[src/rtl/jk_updown_counter_pkg.sv]
// Shared encodings for the JK up/down counter slice.
//   DIR_*  : value of the `up` input for each count direction.
//   JK_*   : {J,K} input code of a JK cell. The cell decode and the counter
//            excitation both use these so the two sides cannot drift apart.
package jk_updown_counter_pkg;

   localparam logic DIR_UP   = 1'b1;
   localparam logic DIR_DOWN = 1'b0;

   localparam logic [1:0] JK_HOLD   = 2'b00;
   localparam logic [1:0] JK_RESET  = 2'b01;
   localparam logic [1:0] JK_SET    = 2'b10;
   localparam logic [1:0] JK_TOGGLE = 2'b11;

   // {J,K} that moves a cell from cur to nxt without ever using toggle.
   function automatic logic [1:0] jk_excite(input logic cur, input logic nxt);
      return {~cur & nxt, cur & ~nxt};
   endfunction

endpackage

[src/rtl/jk_updown_counter_jk_ff_cell.sv]
// jk_ff_cell: single positive-edge JK flip-flop.
//   clk : clock
//   rst : asynchronous active-low reset, clears q to 0
//   j,k : JK inputs (hold / reset / set / toggle)
//   q   : stored bit
module jk_ff_cell
   import jk_updown_counter_pkg::*;
(
   input  logic clk,
   input  logic rst,
   input  logic j,
   input  logic k,
   output logic q
);

   always_ff @(posedge clk or negedge rst) begin
      if (!rst) begin
         q <= 1'b0;
      end else begin
         case ({j, k})
            JK_HOLD:  q <= q;
            JK_RESET: q <= 1'b0;
            JK_SET:   q <= 1'b1;
            default:  q <= ~q;   // JK_TOGGLE
         endcase
      end
   end

endmodule

[src/rtl/jk_updown_counter.sv]
// jk_updown_counter: synchronous modulo-MODULUS up/down counter whose state
// bits live in JK flip-flop cells driven by excitation logic.
//   clk       : clock, rising edge
//   rst       : asynchronous active-low reset (q=0, wrap_flag=0)
//   en        : count enable
//   up        : 1 counts up, 0 counts down
//   load      : parallel load strobe, priority over en
//   din       : load value, saturated to MODULUS-1 when out of range
//   clr_wrap  : synchronous clear of wrap_flag (a coincident wrap wins)
//   q         : current count
//   tc        : terminal count, combinational, high the cycle before a wrap
//   wrap_flag : sticky, set on every counted wrap
module jk_updown_counter
   import jk_updown_counter_pkg::*;
#(
   parameter int WIDTH   = 4,
   parameter int MODULUS = 10
) (
   input  logic             clk,
   input  logic             rst,
   input  logic             en,
   input  logic             up,
   input  logic             load,
   input  logic [WIDTH-1:0] din,
   input  logic             clr_wrap,
   output logic [WIDTH-1:0] q,
   output logic             tc,
   output logic             wrap_flag
);

   localparam logic [WIDTH-1:0] MAX = WIDTH'(MODULUS - 1);

   logic [WIDTH-1:0] nxt;
   logic [WIDTH-1:0] j, k;
   logic             in_range;
   logic             at_top, at_bot;

   // MAX is used instead of MODULUS so MODULUS == 2**WIDTH still fits.
   assign in_range = (q <= MAX);
   assign at_top   = (q == MAX);
   assign at_bot   = (q == '0);

   // at_top/at_bot can only be true in range, so tc is 0 for stray values.
   assign tc = en & ~load & (((up == DIR_UP) & at_top) | ((up == DIR_DOWN) & at_bot));

   always_comb begin
      nxt = q;
      if (load) begin
         nxt = (din > MAX) ? MAX : din;
      end else if (en) begin
         if (!in_range)        nxt = '0;   // recover from an illegal state
         else if (up == DIR_UP) nxt = at_top ? '0  : q + 1'b1;
         else                   nxt = at_bot ? MAX : q - 1'b1;
      end
   end

   // State bits are only ever written through their JK cells.
   for (genvar i = 0; i < WIDTH; i++) begin : g_bit
      assign {j[i], k[i]} = jk_excite(q[i], nxt[i]);

      jk_ff_cell u_cell (
         .clk (clk),
         .rst (rst),
         .j   (j[i]),
         .k   (k[i]),
         .q   (q[i])
      );
   end

   // tc marks exactly the edges that wrap; set takes priority over clear.
   always_ff @(posedge clk or negedge rst) begin
      if (!rst)          wrap_flag <= 1'b0;
      else if (tc)       wrap_flag <= 1'b1;
      else if (clr_wrap) wrap_flag <= 1'b0;
   end

endmodule

[config.mk]
export PLATFORM = sky130hd
export DESIGN_NAME = jk_updown_counter
export DESIGN_NICKNAME = d
export VERILOG_FILES = /design/src/rtl/jk_updown_counter_pkg.sv /design/src/rtl/jk_updown_counter_jk_ff_cell.sv /design/src/rtl/jk_updown_counter.sv
export SDC_FILE = /design/constraint.sdc
export NUM_CORES = 1
export LEC_CHECK = 0
export ABC_AREA = 1
export CORE_ASPECT_RATIO = 0.9
export CORE_MARGIN = 2
export CORE_UTILIZATION = 40
export DETAILED_ROUTE_END_ITERATION = 7
export SYNTH_ARGS = -nofsm -noshare
export SYNTH_HDL_FRONTEND = slang
export SYNTH_SLANG_ARGS = --single-unit
[constraint.sdc]
create_clock -name clk -period 2.3 [get_ports clk]
set_clock_uncertainty 0.1 [all_clocks]
set_input_delay 0.46 -clock clk [delete_from_list [all_inputs] [get_ports clk]]
set_output_delay 0.46 -clock clk [all_outputs]
set_load 0.02 [all_outputs]
==> out/qor.txt <==
Status: completed
Leakage: 0.546 nW
Final nets: 169
Row cnt: 15
Slew Viols, Final: 0
Vias per std cell: 4.83
Clk_lat worst skew: 0.24 ns
DRC: 0
1st-pass router iterations: 4
Critical Path RT: 1.74 ns
Mapped Area: 774 sq um
Largest net degree at the start of global routing: 8
Part of the Yosys area used for sequential elements: 0.162
Max-cap violations: 0
Max IR drop VDD: 0.914 mV
Total CTS buffers: 3
Fillcell total: 192
Tightest Hold Check Type: primary input to asynchronous set/reset pin
CTS tree: built
Most common cell after layout, fill and taps aside: nand2_1
Most frequent cells in the layout: nand2_1, clkdlybuf4s50_1, buf_4
First-pass GRT wire length: 3160 microns
Met3 wire length: 70 microns
Die Y: 45.7 microns
Wire length on met2: 929 microns
DRT antenna net count: 0
Starting Density: 0.413
Max-slew headroom: 0.739
Final WL: 1890 microns
RSZ-0062 raised after global routing: no
Hold Vio Cnt, Final: 0
Syn Area/Cell: 6.62 sq um
HPWL Detailed: 1580 microns
Pwr dens: 1190 nW/um^2
Initial antenna violation count: 0
Period utilisation layout: 0.943
WS Path Type: flop to output port
Io pins: 16
ANT cells: 0
Clk sinks: 5
PortBufs: 15
GRT Resource Usage Total: 0.182
Synth Warn #: 0
DR WL/cell: 11.1 microns
Yosys top cell area share: 0.210
Setup crit end kind: output port
Synth Net Count: 140
Setup TNS: 0 ns
Max frequency: 461 MHz
Unique masters post-synth: 21
Root Buffer: clkbuf_4
CP arrival: 1.61 ns
Gpl congestion: 0.893
Layout cells sized above 1: 0.269
Layout area overhead: 39.7%
Seq cells post-synth: 5
1st-iter DRT viols: 22
# hold bufs at CTS: 0
Vias in the first global route: 744
Die X: 50.4 microns
Dominant cell type by area after synthesis: ha_1
Total global routing overflow: 0
CP startpoint kind: flop
Via count: 821
Die area: 2300 sq um
CP max FO: 6
Clock Path Buffers: 2
Worst slew pin tran: 0.391 ns
Worst-path clk slew: 0.05 ns
Core Region: 1880 sq um
Post-layout util: 0.577
Syn Inst Count: 117
DR top layer: met4
Top post-synthesis cells by area: ha_1, dfrtp_1, nand2_1, nand3_1, inv_1
Setup violators final: 0
Crit path time final: 2.17 ns
M1 WL: 879 microns
H-tree levels: 1
==> stage by stage <==
step                      std cells  worst slack, ns  area, sq um  hold slack, ns  power (mW)
after floorplan                 117            0.266          774          0.0644       0.847
after global placement          166           -0.195         1020           0.419        1.09
after detailed placement        166           -0.259         1020           0.415        1.10
after CTS                       170          0.00648         1040           0.340        1.21
after global routing            170           0.0146         1080           0.364        1.41
final                           170            0.132         1080           0.335        1.29
==> cells by family after synthesis <==
kind of cell / count (synthesis) / share of synthesized area
buf+inv: 23 / 0.157
fa+ha+maj: 13 / 0.210
simple gates: 59 / 0.354
compound gates: 17 / 0.118
flops: 5 / 0.162
==> routing by layer <==
metal / vias to the layer above / global-route usage
met1: 362 / 0.226
met2: 27 / 0.337
li1: 430 / -
met4: 0 / 0.0649
met3: 2 / 0.0132
met5: - / 0
==> Yosys cell counts <==
cell	number
nand2_1	26
ha_1	13
inv_1	13
nand3_1	10
nor2_1	10
a21oi_1	9
dfrtp_1	5
buf_4	4
nor3_1	4
o21ai_1	4
inv_2	3
nor2_2	3
buf_6	2
nand3_2	2
nand4_1	2
o21ai_0	2
a211oi_1	1
a21oi_2	1
inv_6	1
nand2_2	1
nor2_4	1
==> critical path, cell delays in order (launching register included) <==
cell and delay (ns):
dfrtp_1 0.57, buf_4 0.20, clkdlybuf4s50_1 0.59
==> worst paths after layout <==
path	start	end	slack, ns	depth (start not counted)
max	g_bit[2].u_cell.q	q[2]	0.13	2
min	rst	g_bit[1].u_cell.q	0.33	1
max reg2reg	g_bit[0].u_cell.q	g_bit[3].u_cell.q	0.15	14
min reg2reg	wrap_flag	wrap_flag	0.42	2
max in group asynchronous	rst	g_bit[0].u_cell.q	1.56	1
min in group clk	wrap_flag	wrap_flag	0.42	2
==> cell type report <==
cell class | count | area [sq um] | share of cell area
clock buffers | 4 | 26.3 | 0.0243
flip-flops and latches | 5 | 126 | 0.117
multi-input cells | 89 | 568 | 0.525
well taps | 25 | 31.3 | 0.0289
repair buffers | 30 | 262 | 0.242
inverters | 17 | 68.8 | 0.0636
==> repair_timing <==
action,in CTS,in global routing
endpoints found under the setup margin,1,4
resized for setup,1,13
endpoints found under the hold margin,0,0
pin swaps,0,3
buffers inserted,0,0
==> registers in the layout, summed over array words and instances (netlist names) <==
register        flops
wrap_flag           1
g_bit.u_cell.q      4
==> power by group <==
part / total, mW / internal (mW) / switching [mW]
clock network: 0.105 / 0.0658 / 0.0396
registers: 0.215 / 0.132 / 0.0831
logic: 0.966 / 0.439 / 0.526
(Power assumes the default switching activity.)
